`config.mk`:
```
export PLATFORM = sky130hd
export DESIGN_NAME = piso_ser8
export DESIGN_NICKNAME = d
export VERILOG_FILES = /design/src/rtl/piso_ser8_pkg.sv /design/src/rtl/piso_bitcnt.sv /design/src/rtl/piso_ser8.sv
export SDC_FILE = /design/constraint.sdc
export NUM_CORES = 1
export LEC_CHECK = 0
export CORE_MARGIN = 2
export CORE_UTILIZATION = 56
export CTS_CLUSTER_SIZE = 40
export DETAILED_ROUTE_END_ITERATION = 8
export DONT_BUFFER_PORTS = 1
export PLACE_DENSITY = 0.74
export SLEW_MARGIN = 20
export SYNTH_ARGS = -nofsm -noshare
export SYNTH_HDL_FRONTEND = slang
export SYNTH_SLANG_ARGS = --single-unit
```
`constraint.sdc`:
```
create_clock -name clk -period 1.6 [get_ports clk]
set_input_delay 0 -clock clk [delete_from_list [all_inputs] [get_ports clk]]
set_output_delay 0 -clock clk [all_outputs]
set_load 0.01 [all_outputs]
```
`src/rtl/piso_ser8_pkg.sv`:
```
// -----------------------------------------------------------------------------
// piso_ser8_pkg
// Shared definitions for the parallel-in / serial-out serializer:
//   - PISO_WIDTH_DEFAULT : default word width
//   - state_t            : serializer FSM state encoding (IDLE / SHIFT)
// -----------------------------------------------------------------------------
package piso_ser8_pkg;

  localparam int unsigned PISO_WIDTH_DEFAULT = 8;

  typedef enum logic {
    IDLE  = 1'b0,
    SHIFT = 1'b1
  } state_t;

endpackage : piso_ser8_pkg

```
`src/rtl/piso_bitcnt.sv`:
```
// -----------------------------------------------------------------------------
// piso_bitcnt
// Bit counter for the serializer. It counts shifted bits within a frame and
// flags the last bit position.
// Ports:
//   clk  in   clock
//   Re   in   asynchronous active-low reset
//   clr  in   synchronous clear to 0 (has priority over inc)
//   inc  in   increment by one
//   cnt  out  current bit index, $clog2(WIDTH) bits
//   tc   out  terminal count, high when cnt == WIDTH-1
// -----------------------------------------------------------------------------
module piso_bitcnt
  import piso_ser8_pkg::*;
#(
  parameter  int unsigned WIDTH = PISO_WIDTH_DEFAULT,
  localparam int unsigned CW    = $clog2(WIDTH)
) (
  input  logic          clk,
  input  logic          Re,
  input  logic          clr,
  input  logic          inc,
  output logic [CW-1:0] cnt,
  output logic          tc
);

  logic [CW-1:0] r_cnt;

  // NOTE: sequential state is written only with non-blocking assignments so
  // every flop samples the pre-edge values of the others.
  always_ff @(posedge clk or negedge Re) begin
    if (!Re) begin
      r_cnt <= '0;
    end else if (clr) begin
      r_cnt <= '0;
    end else if (inc) begin
      r_cnt <= r_cnt + CW'(1);
    end
  end

  assign cnt = r_cnt;
  assign tc  = (r_cnt == CW'(WIDTH - 1));

endmodule : piso_bitcnt

```
`src/rtl/piso_ser8.sv`:
```
// -----------------------------------------------------------------------------
// piso_ser8
// Parallel-in / serial-out serializer with a one-word holding register, so
// consecutive frames leave with no gap cycle.
// Ports:
//   clk        in   clock, rising edge
//   Re         in   asynchronous active-low reset
//   ld_valid   in   upstream offers ld_data
//   ld_data    in   WIDTH-bit word to serialize
//   ld_ready   out  a word can be accepted (NOT hold_full, registered only)
//   msb_first  in   bit order, captured with each accepted word
//   en         in   shift enable; 0 freezes the current frame
//   sOut       out  serial data bit (0 while idle)
//   sValid     out  sOut is valid this cycle (busy AND en)
//   frame_end  out  last bit of a frame is valid on sOut
//   busy       out  a frame occupies the shift register
// -----------------------------------------------------------------------------
module piso_ser8
  import piso_ser8_pkg::*;
#(
  parameter int unsigned WIDTH = PISO_WIDTH_DEFAULT
) (
  input  logic             clk,
  input  logic             Re,
  input  logic             ld_valid,
  input  logic [WIDTH-1:0] ld_data,
  output logic             ld_ready,
  input  logic             msb_first,
  input  logic             en,
  output logic             sOut,
  output logic             sValid,
  output logic             frame_end,
  output logic             busy
);

  localparam int unsigned CW = $clog2(WIDTH);

  state_t           r_state;
  state_t           w_state_nxt;

  logic [WIDTH-1:0] r_sr;
  logic             r_sr_msb;
  logic [WIDTH-1:0] r_hr;
  logic             r_hr_msb;
  logic             r_hold_full;

  logic [CW-1:0]    w_cnt;
  logic             w_tc;
  logic             w_accept;
  logic             w_frame_end;
  logic             w_cnt_clr;
  logic             w_cnt_inc;
  logic             w_sr_load_in;
  logic             w_sr_load_hr;
  logic             w_sr_shift;
  logic             w_hr_load;

  // ld_ready depends on registered state only, so upstream sees no
  // combinational loop through ld_valid.
  assign ld_ready    = ~r_hold_full;
  assign w_accept    = ld_valid & ~r_hold_full;
  assign busy        = (r_state == SHIFT);
  assign sValid      = busy & en;
  assign w_frame_end = sValid & w_tc;
  assign frame_end   = w_frame_end;
  assign sOut        = busy & (r_sr_msb ? r_sr[WIDTH-1] : r_sr[0]);

  piso_bitcnt #(
    .WIDTH (WIDTH)
  ) u_bitcnt (
    .clk (clk),
    .Re  (Re),
    .clr (w_cnt_clr),
    .inc (w_cnt_inc),
    .cnt (w_cnt),
    .tc  (w_tc)
  );

  always_ff @(posedge clk or negedge Re) begin
    if (!Re) begin
      r_state <= IDLE;
    end else begin
      r_state <= w_state_nxt;
    end
  end

  // NOTE: every signal written here gets a default first, so no path leaves
  // one unassigned and no latch is inferred.
  always_comb begin
    w_state_nxt  = r_state;
    w_cnt_clr    = 1'b0;
    w_cnt_inc    = 1'b0;
    w_sr_load_in = 1'b0;
    w_sr_load_hr = 1'b0;
    w_sr_shift   = 1'b0;
    w_hr_load    = 1'b0;
    unique case (r_state)
      IDLE: begin
        // Word bypasses HR straight into SR; first bit appears next cycle.
        if (w_accept) begin
          w_sr_load_in = 1'b1;
          w_cnt_clr    = 1'b1;
          w_state_nxt  = SHIFT;
        end
      end
      SHIFT: begin
        if (w_frame_end) begin
          w_cnt_clr = 1'b1;
          if (r_hold_full) begin
            // ld_ready is low here, so HR cannot be refilled on this edge.
            w_sr_load_hr = 1'b1;
          end else if (w_accept) begin
            // A word arriving exactly at frame end with HR empty goes straight
            // into SR; parking it in HR while falling to IDLE would strand it.
            w_sr_load_in = 1'b1;
          end else begin
            w_state_nxt = IDLE;
          end
        end else begin
          if (en) begin
            w_sr_shift = 1'b1;
            w_cnt_inc  = 1'b1;
          end
          // HR may be filled even while the frame is stalled.
          if (w_accept) begin
            w_hr_load = 1'b1;
          end
        end
      end
      default: w_state_nxt = IDLE;
    endcase
  end

  // NOTE: SR and HR are ordinary flops, not a memory array, so they take the
  // asynchronous reset like any other state.
  always_ff @(posedge clk or negedge Re) begin
    if (!Re) begin
      r_sr        <= '0;
      r_sr_msb    <= 1'b0;
      r_hr        <= '0;
      r_hr_msb    <= 1'b0;
      r_hold_full <= 1'b0;
    end else begin
      if (w_sr_load_in) begin
        r_sr     <= ld_data;
        r_sr_msb <= msb_first;
      end else if (w_sr_load_hr) begin
        r_sr     <= r_hr;
        r_sr_msb <= r_hr_msb;
      end else if (w_sr_shift) begin
        // Shift toward whichever end currently drives sOut.
        r_sr <= r_sr_msb ? {r_sr[WIDTH-2:0], 1'b0} : {1'b0, r_sr[WIDTH-1:1]};
      end

      if (w_hr_load) begin
        r_hr        <= ld_data;
        r_hr_msb    <= msb_first;
        r_hold_full <= 1'b1;
      end else if (w_sr_load_hr) begin
        r_hold_full <= 1'b0;
      end
    end
  end

  // The counter is cleared on every frame end, so it always rests at 0 while idle.
  a_idle_cnt_zero : assert property (
    @(posedge clk) disable iff (!Re) (r_state == IDLE) |-> (w_cnt == '0)
  );

endmodule : piso_ser8

```
==> flow_summary.toml, run 1 <==
[sta]
rsz0062_at_grt = "yes"
clock.fmax_mhz = 610.7
slew_headroom_pct = 62.97
setup_violations = 7
skew_ns = 0.01709
finalHoldViolCount = 0
layout_setup_ws_ns = -0.03744
final_max_slew_viol_count = 0
worst_slew_pin_slew_ns = 0.5536
period_needed_ns = 1.637
min_period_over_period_pct = 102.3

[drt]
avgViaCountPerCell = 6.029
drc = 0
vias = 1254
ant_nets = 0
routed.top_layer = "met4"
met2WireLength_mm = 1.685
wl_met3_um = 196
routedLengthMet1_mm = 1.519
drtIter0Drc = 39
routed_wl_mm = 3.482
avgRoutedWirePerCell_um = 16.74
drt_first_pass_iters = 4

[power_and_ir_drop]
p_int_mw = 1.654
p_sw_share_pct = 40.76
comb_power_share_pct = 48.6
p_seq_share_pct = 41.4
ir_drop_v = 0.001077
leakage_nw = 0.7621
cellPowerDensity_mw_per_mm2 = 1607
power.net_switching_mw = 1.138
power_frac_clock_pct = 10.1

[finish]
register_area_um2 = 575.6
diodes = 0
num-fill-cells = 181
multi_input_area_um2 = 812.0
areaGrowthSynthToFinish_pct = 24.24
final_cells = 208
drive_above_1_share_pct = 25.28
nets = 194

[placement]
dp_slack_ns = -0.1310
dp_hpwl_mm = 2.196
io_buffer_count = 0
place_congestion = 0.8284
dp.cells = 184

[global_route]
antenna_found_initial = 0
grt_remaining_overflow = 0
grt_max_degree = 24
grt_pass1_wl_mm = 5.589
grt_use_total_pct = 27.45
grt_pass1_vias = 1253

[critical_path]
r2r_slack_ns = -0.04
cp_max_fo = 7
max_stage_delay_ns = 0.38
path_class = "flip-flop to flip-flop"
r2r_start = "u_bitcnt.cnt[1]$_DFFE_PN0P_"
worstPathCellList = "ha_2 > ha_4 > nand2b_2 > o21ai_1 > a221o_1 > a21oi_1"
worstSetupEndpointType = "flip-flop"
critPathLaunch = "u_bitcnt.cnt[1]$_DFFE_PN0P_"
critPathSlowestCell = "dfrtp_1"
cp_data_required_time_ns = 1.86
cp-start-kind = "flip-flop"
arrival_ns = 1.89

[synthesis]
synth_cell_type_count = 31
syn_area_mm2 = 0.001399
synth.yosys.seq_area_share_pct = 41.14
synth_cells = 153
synth_nets = 168
yosys_warnings = 0
postSynthAreaPerCell_um2 = 9.143
synth_seq_cells = 23

[clocking]
cts_root_buf = "clkbuf_4"
clk_path_buf_depth = 2
cts_num_sinks = 23
htree_levels = 1
clk_pin_slew_ns = 0.14
cts_tree = "built"
cts_buffers = 3
worstSkewPairLatency_ns = 0.32

[floorplan]
design.die.area_mm2 = 0.002914
start_util_pct = 57.51
fp.dieW_um = 53.98
ios = 18
rows = 18
design.core.area_mm2 = 0.002432
die_h_um = 53.98

[worst_hold_path]
hp-start = "en"
hold_class = "primary input to flip-flop"

[run_status]
violations = "setup timing"
status = "finished with violations"

[flow_run]
max-cap-violations = 0
[cells in the final DEF (no fill, tap or decap), types with 8 or more instances in the layout]
| cell | count |
|---|---|
| buf_4 | 16 |
| mux2i_1 | 8 |
| inv_1 | 8 |
| nand2_1 | 23 |
| mux2_2 | 9 |
| o21ai_0 | 9 |
| nor2_1 | 12 |
| dlygate4sd3_1 | 12 |
| dfrtp_1 | 23 |
[logic make-up (layout without fill, tap and decap cells)]
| group | after synthesis | after routing | synth area share [%] |
|---|---|---|---|
| flops | 23 | 23 | 41.14 |
| mux | 17 | 17 | 12.97 |
| simple gates | 50 | 51 | 16.46 |
| fa+ha+maj | 2 | 2 | 1.789 |
| compound gates | 43 | 43 | 20.75 |
| buf+inv | 18 | 42 | 6.887 |
[per-layer routing]
metal	global-route usage, %	vias to the layer above
met5	0	-
met4	15.83	0
met3	4.722	8
met2	43.09	41
met1	35.49	602
li1	-	603
[Yosys cell counts, drive strengths merged]
master	count	area, µm²
buf	7	55.05
o21ai	15	75.07
nand3	3	20.02
dfrtp	23	575.6
a221o	6	60.06
nor2	13	48.80
and3	2	12.51
a21oi	7	35.03
nand3b	1	7.510
a21boi	1	11.26
a31oi	2	12.51
inv	8	30.03
a2bb2oi	3	26.28
nand2	25	101.4
mux2	9	101.4
nand2b	2	12.51
clkbuf	3	11.26
o211ai	7	52.55
ha	2	25.02
nand4	1	6.260
a22oi	1	7.510
mux2i	8	80.08
or2	1	6.260
nor2b	1	6.260
o311a	1	10.01
and4	1	8.760
[power by group through the flow]
stage | registers (mW) | logic, mW | clock network, mW
after global routing | 1.19 | 1.50 | 0.305
after global placement | 1.13 | 1.06 | 0
after floorplan | 1.03 | 0.938 | 0
after detailed placement | 1.14 | 1.10 | 0
final | 1.16 | 1.36 | 0.281
after CTS | 1.14 | 1.24 | 0.279
[flip-flops by register name, summed over array words and instances (netlist names)]
register,cells
busy,1
r_hold_full,1
r_hr,8
r_hr_msb,1
r_sr,8
r_sr_msb,1
u_bitcnt.cnt,3
[final timing paths]
| kind | endpoint | cells after the start |
|---|---|---|
| max | r_sr[5]$_DFFE_PN0P_ | 6 |
| min | r_sr[2]$_DFFE_PN0P_ | 3 |
| max reg2reg | r_sr[5]$_DFFE_PN0P_ | 6 |
| min reg2reg | r_sr_msb$_DFFE_PN0P_ | 2 |
| max in group asynchronous | r_hr[7]$_DFFE_PN0P_ | 2 |
| min in group asynchronous | r_sr[5]$_DFFE_PN0P_ | 2 |
[metrics by stage]
| stage | total power, mW | utilization, % | instance area (µm²) | TNS, ns | hold slack (ns) |
|---|---|---|---|---|---|
| finish | 2.792 | 71.45 | 1738 | -0.1117 | 0.02241 |
| global placement | 2.188 | 60.03 | 1460 | -1.136 | -0.2951 |
| CTS | 2.650 | 68.52 | 1667 | -0.01659 | 0.02196 |
| global route | 2.994 | 71.45 | 1738 | -1.176 | 0.01466 |
| detailed placement | 2.239 | 60.03 | 1460 | -1.802 | -0.2951 |
| floorplan | 1.964 | - | 1408 | 0 | -0.2956 |
[final cells by class]
type,count,share of cell area [%]
clock buffer,4,1.512
multi-input combinational,113,46.72
timing repair buffer,30,14.76
sequential,23,33.12
inverter,8,1.728
tap,30,2.160
[what timing repair did]
action,in CTS,in global routing
hold buffers,12,1
hold endpoints to repair,46,23
setup buffers,2,4
cloned,1,0
pin swaps,5,8
resized for setup,7,9
endpoints found under the setup margin,20,20
[critical path, delay by kind of cell (launching register included)]
| kind | cells | cell delay (ns) |
|---|---|---|
| flops | 1 | 0.38 |
| simple gates | 1 | 0.18 |
| fa+ha+maj | 2 | 0.38 |
| compound gates | 3 | 0.65 |
Power figures use the tool's default switching activity.
==> inputs of run 2 (changes only) <==
--- a/config.mk
+++ b/config.mk
@@ -5,12 +5,14 @@
 export SDC_FILE = /design/constraint.sdc
 export NUM_CORES = 1
 export LEC_CHECK = 0
+export CELL_PAD_IN_SITES_DETAIL_PLACEMENT = 0
+export CELL_PAD_IN_SITES_GLOBAL_PLACEMENT = 1
 export CORE_MARGIN = 2
-export CORE_UTILIZATION = 56
+export CORE_UTILIZATION = 43
 export CTS_CLUSTER_SIZE = 40
 export DETAILED_ROUTE_END_ITERATION = 8
 export DONT_BUFFER_PORTS = 1
-export PLACE_DENSITY = 0.74
+export PLACE_DENSITY_LB_ADDON = 0.1
 export SLEW_MARGIN = 20
 export SYNTH_ARGS = -nofsm -noshare
 export SYNTH_HDL_FRONTEND = slang
==> flow_summary.toml, run 2 (synthesized netlist as in run 1, its figures left out) <==
[drt]
drtIter0Drc = 42
routed_wl_mm = 3.490
drt_first_pass_iters = 4
avgRoutedWirePerCell_um = 15.94
ant_nets = 0
drc = 0
vias = 1247
avgViaCountPerCell = 5.694

[finish]
num-fill-cells = 305
drive_above_1_share_pct = 24.00
nets = 191
areaGrowthSynthToFinish_pct = 22.99
register_area_um2 = 575.6
multi_input_area_um2 = 798.3
diodes = 0
layout_common_cells = "24 x nand2_1, 23 x dfrtp_1, 13 x nor2_1, 13 x buf_4, 12 x dlygate4sd3_1"
final_cells = 219
final_common_cell = "nand2_1"

[placement]
io_buffer_count = 0
dp.cells = 199
place_congestion = 0.7760
dp_hpwl_mm = 2.352

[critical_path]
path_class = "flip-flop to flip-flop"
cp-start-kind = "flip-flop"
cp_data_required_time_ns = 1.83
cp_max_fo = 6
arrival_ns = 1.83
worstSetupEndpointType = "flip-flop"

[sta]
rsz0062_at_grt = "yes"
worst_slew_pin_slew_ns = 0.5298
clock.fmax_mhz = 624.0
finalHoldViolCount = 0
period_needed_ns = 1.603
skew_ns = 0.004768
fin_hold_ws_ns = 0.002056
tns_ns = -0.003963
layout_setup_ws_ns = -0.002523
min_period_over_period_pct = 100.2
slew_headroom_pct = 64.56
setup_violations = 4
final_max_slew_viol_count = 0

[global_route]
grt_use_total_pct = 21.45
grt_max_degree = 24
antenna_found_initial = 0
grt_pass1_vias = 1213
grt_remaining_overflow = 0
grt_pass1_wl_mm = 5.809

[power_and_ir_drop]
comb_power_share_pct = 47.0
p_int_mw = 1.611
power_frac_clock_pct = 10.6
power.net_switching_mw = 1.102
ir_drop_v = 0.0007427
p_sw_share_pct = 40.62
p_seq_share_pct = 42.4
cellPowerDensity_mw_per_mm2 = 1577
leakage_nw = 0.7532

[clocking]
htree_levels = 1
cts_buffers = 3
cts_num_sinks = 23
cts_root_buf = "clkbuf_4"
cts_tree = "built"
worstSkewPairLatency_ns = 0.32
clk_path_buf_depth = 2
clk_pin_slew_ns = 0.14

[run_status]
status = "finished with violations"
violations = "setup timing"

[flow_run]
max-cap-violations = 0

[floorplan]
start_util_pct = 45.45
fp.dieW_um = 61.04
ios = 18
die_h_um = 61.04
rows = 20
design.core.area_mm2 = 0.003078
design.die.area_mm2 = 0.003725

[worst_hold_path]
hold_class = "primary input to flip-flop"
-- run 2: cell type report --
cell class	instances	share of cell area, %
clock buffer	3	1.309
clock inverter	1	0.2909
inverter	8	1.745
multi-input combinational	113	46.40
sequential	23	33.45
tap	44	3.200
timing repair buffer	27	13.60
-- run 2: power by group through the flow --
stage	combinational, mW	sequential [mW]	clock, mW
floorplan	0.938	1.03	0
CTS	1.25	1.14	0.291
finish	1.28	1.15	0.287
detailed placement	1.12	1.14	0
global route	1.41	1.19	0.316
global placement	1.08	1.14	0
-- run 2: timing repair --
item                                    4_1_cts  5_1_grt
cloned                                        1        0
hold buffers                                 12        1
resized for setup                             9        6
endpoints found under the setup margin       20       18
setup buffers                                 2        0
endpoints found under the hold margin        45       23
pin swaps                                     4        6
-- run 2: routing by layer --
layer / track usage, % / vias to the layer above / routed length, µm / share of wire [%]
li1: - / 593 / - / -
met1: 28.97 / 625 / 1618 / 46
met2: 35.41 / 25 / 1676 / 48
met3: 3.992 / 4 / 163 / 4.7
met4: 5.901 / 0 / 31 / 0.89
met5: 0 / - / 0 / 0
-- run 2: final timing paths --
kind,from,end,slack [ns],depth (start not counted)
min in group asynchronous,Re,r_sr[6]$_DFFE_PN0P_,0.17,2
hold / removal,en,r_hold_full$_DFFE_PN0P_,0.002,2
setup reg to reg,u_bitcnt.cnt[0]$_DFFE_PN0P_,r_hr[1]$_DFFE_PN0P_,-0.003,5
hold reg to reg,r_hr_msb$_DFFE_PN0P_,r_sr_msb$_DFFE_PN0P_,0.52,2
setup / recovery,u_bitcnt.cnt[0]$_DFFE_PN0P_,r_hr[1]$_DFFE_PN0P_,-0.003,5
max in group asynchronous,Re,r_hr[5]$_DFFE_PN0P_,1.08,2
-- run 2: critical path: stages (launching register included) --
cell and delay, ns:
dfrtp_1 0.42, ha_2 0.19, ha_4 0.19, a21boi_4 0.22, nand3_2 0.17, mux2_2 0.32
-- run 2: metrics by stage --
step                utilization (%)  instance area (µm²)  setup WS (ns)  power [mW]
global route                  55.89                 1720       -0.06538       2.916
global placement              48.25                 1485       -0.09650       2.225
CTS                           55.00                 1693       0.001099       2.678
detailed placement            48.25                 1485        -0.1290       2.261
floorplan                         -                 1408       0.007705       1.964
finish                        55.89                 1720      -0.002523       2.714
==> inputs of run 3 (changes only) <==
--- a/config.mk
+++ b/config.mk
@@ -8,7 +8,7 @@
 export CELL_PAD_IN_SITES_DETAIL_PLACEMENT = 0
 export CELL_PAD_IN_SITES_GLOBAL_PLACEMENT = 1
 export CORE_MARGIN = 2
-export CORE_UTILIZATION = 43
+export CORE_UTILIZATION = 44
 export CTS_CLUSTER_SIZE = 40
 export DETAILED_ROUTE_END_ITERATION = 8
 export DONT_BUFFER_PORTS = 1
@@ -16,4 +16,5 @@
 export SLEW_MARGIN = 20
 export SYNTH_ARGS = -nofsm -noshare
 export SYNTH_HDL_FRONTEND = slang
+export SYNTH_HIERARCHICAL = 1
 export SYNTH_SLANG_ARGS = --single-unit
==> flow_summary.toml, run 3 <==
[global_route]
grt_pass1_wl_mm = 5.188
grt_pass1_vias = 1125
grt_use_total_pct = 19.56
antenna_found_initial = 0
met1_usage_pct = 26.81
gr-usage-met2_pct = 31.71
grt_remaining_overflow = 0
grt_max_degree = 24
met3_usage_pct = 2.402
grt_busiest_layer = "met2"

[floorplan]
rows = 20
design.core.area_mm2 = 0.003003
die_h_um = 59.57
fp.dieW_um = 59.57
ios = 18
start_util_pct = 45.25
design.die.area_mm2 = 0.003549

[finish]
drive_above_1_share_pct = 29.11
diodes = 0
areaGrowthSynthToFinish_pct = 24.77
fin_util_pct = 56.46
final_common_cell = "dfrtp_1"
nets = 174
layout_common_cells = "22 x dfrtp_1, 17 x buf_4, 15 x nor2_1, 13 x dlygate4sd3_1"

[drt]
drc = 0
avgRoutedWirePerCell_um = 17.09
ant_nets = 0
vias = 1141
drt_first_pass_iters = 4
routed_wl_mm = 3.264
avgViaCountPerCell = 5.974
drtIter0Drc = 57

[critical_path]
worst-path-buf-inv = 1
max_stage_delay_ns = 0.40
crit_family = "compound AO/OA/AOI/OAI gates"
critPathSlowestCell = "dfrtp_1"
cp_data_required_time_ns = 1.86
r2r_start = "u_bitcnt/cnt[0]$_DFFE_PN0P_"
arrival_ns = 1.81
worstSetupEndpointType = "flip-flop"
path_depth = 7
cp-start-kind = "flip-flop"
critPathLaunch = "u_bitcnt/cnt[0]$_DFFE_PN0P_"
path_class = "flip-flop to flip-flop"
cp_max_fo = 14
r2r_slack_ns = 0.05
worstPathCellList = "ha_2 > ha_4 > nand4_1 > buf_6 > nor2_1 > a211oi_1 > o22a_1"
worstRegToRegCells = 7

[clocking]
cts_buffers = 3
clk_pin_slew_ns = 0.13
clk_path_buf_depth = 2
htree_levels = 1
cts_tree = "built"
worstSkewPairLatency_ns = 0.31
cts_root_buf = "clkbuf_4"
cts_num_sinks = 23

[power_and_ir_drop]
ir_drop_v = 0.0007901
cellPowerDensity_mw_per_mm2 = 1636
leakage_nw = 0.7166

[sta]
fin_hold_ws_ns = 0.01812
rsz0062_at_grt = "yes"
clock.fmax_mhz = 645.3
finalHoldViolCount = 0
tns_ns = 0
worst_slew_pin_slew_ns = 0.5316
min_period_over_period_pct = 96.85
period_needed_ns = 1.550
setup_violations = 0
skew_ns = 0.001161
final_max_slew_viol_count = 0
slew_headroom_pct = 64.56

[flow_run]
max-cap-violations = 0

[synthesis]
synth_cells = 128
synth_seq_cells = 23
synth_ff_type = "dfrtp_1"
synth.cells.most_frequent = "23 x dfrtp_1, 16 x nor2_1, 9 x mux2_2, 9 x mux2i_1, 9 x nor2b_1"
synth_nets = 143
yosysTopAreaCell = "dfrtp_1"
yosys_warnings = 6
synth-edff-count = 0
yosys.cell_count.top_type = "dfrtp_1"
postSynthAreaPerCell_um2 = 10.62
synth.yosys.seq_area_share_pct = 42.36
netlist.area_leader.share_pct = 42.36
ys_async_sr_fraction_pct = 100.0
synth_area_leaders = "dfrtp_1 42%, mux2_2 7.5%, mux2i_1 6.6%"
synth_cell_type_count = 34
syn_area_mm2 = 0.001359

[placement]
dp_hpwl_mm = 2.229
io_buffer_count = 0
place_congestion = 0.7664

[run_status]
status = "finished clean"

[worst_hold_path]
hold_depth = 3
hold_class = "primary input to flip-flop"
hp-start = "ld_data[1]"
-- run 3: cell types whose count changed after synthesis, moves of 6 or more --
cell      before  now
nand2_1       24    5
nor2b_1        1    9
inv_1          8    1
o211ai_1       7    0
o221ai_1       0    7
a211oi_1       0    6
a221o_1        6    0
o21ai_0        9    3
o21ai_1        6    0
o22a_1         0    6
-- run 3: timing repair --
action | in CTS | in global routing
setup endpoints to repair | 19 | 21
hold buffers | 12 | 2
gates resized for setup | 2 | 8
cloned | 0 | 0
pin swaps | 3 | 2
setup buffers | 2 | 1
endpoints found under the hold margin | 36 | 24
-- run 3: worst register-to-register path: cells and delay by family (launching register included) --
kind | cells | cell delay, ns
compound gates | 2 | 0.41
flops | 1 | 0.40
fa+ha+maj | 2 | 0.38
buf+inv | 1 | 0.17
simple gates | 2 | 0.15
-- run 3: final timing paths --
check,end
setup / recovery,r_sr[6]$_DFFE_PN0P_
hold / removal,r_sr[1]$_DFFE_PN0P_
setup reg to reg,r_sr[6]$_DFFE_PN0P_
hold reg to reg,r_hr[4]$_DFFE_PN0P_
max in group asynchronous,busy$_DFF_PN0_
min in group asynchronous,r_hr[1]$_DFFE_PN0P_
-- run 3: layout make-up --
class	count	area [µm²]
Tap cell	33	41.29
Clock inverter	1	5.005
Clock buffer	3	22.52
Inverter	1	3.754
Sequential cell	23	576.8
Multi-Input combinational cell	97	760.7
Timing Repair Buffer	33	285.3
Fill cell	268	1308
-- run 3: metal layers --
metal	wire (µm)	up-vias	share of wire, %
li1	-	543	-
met1	1516	566	46
met2	1600	25	49
met3	95	7	2.9
met4	52	0	1.6
met5	0	-	0
-- run 3: where the power goes --
group | leakage, nW | switching, mW | internal [mW]
Sequential | 0.264 | 0.264 | 0.861
Combinational | 0.435 | 0.601 | 0.774
Clock | 0.0177 | 0.180 | 0.0936
Total | 0.717 | 1.05 | 1.73
-- run 3: kinds of logic after synthesis --
| family | after synthesis | synth area share, % |
|---|---|---|
| fa+ha+maj | 2 | 1.841 |
| flops | 23 | 42.36 |
| compound gates | 35 | 20.81 |
| buf+inv | 8 | 4.603 |
| xor+xnor | 1 | 0.6447 |
| simple gates | 41 | 15.65 |
| mux | 18 | 14.09 |
-- run 3: through the flow --
step	power (mW)	setup WS, ns	area, µm²	std cells
after detailed placement	2.384	-0.06695	1469	170
after floorplan	2.056	0.03343	1366	128
after global routing	3.009	-0.02184	1695	191
after CTS	2.743	0.004979	1644	188
after global placement	2.346	-0.002632	1469	170
final	2.774	0.05044	1695	191
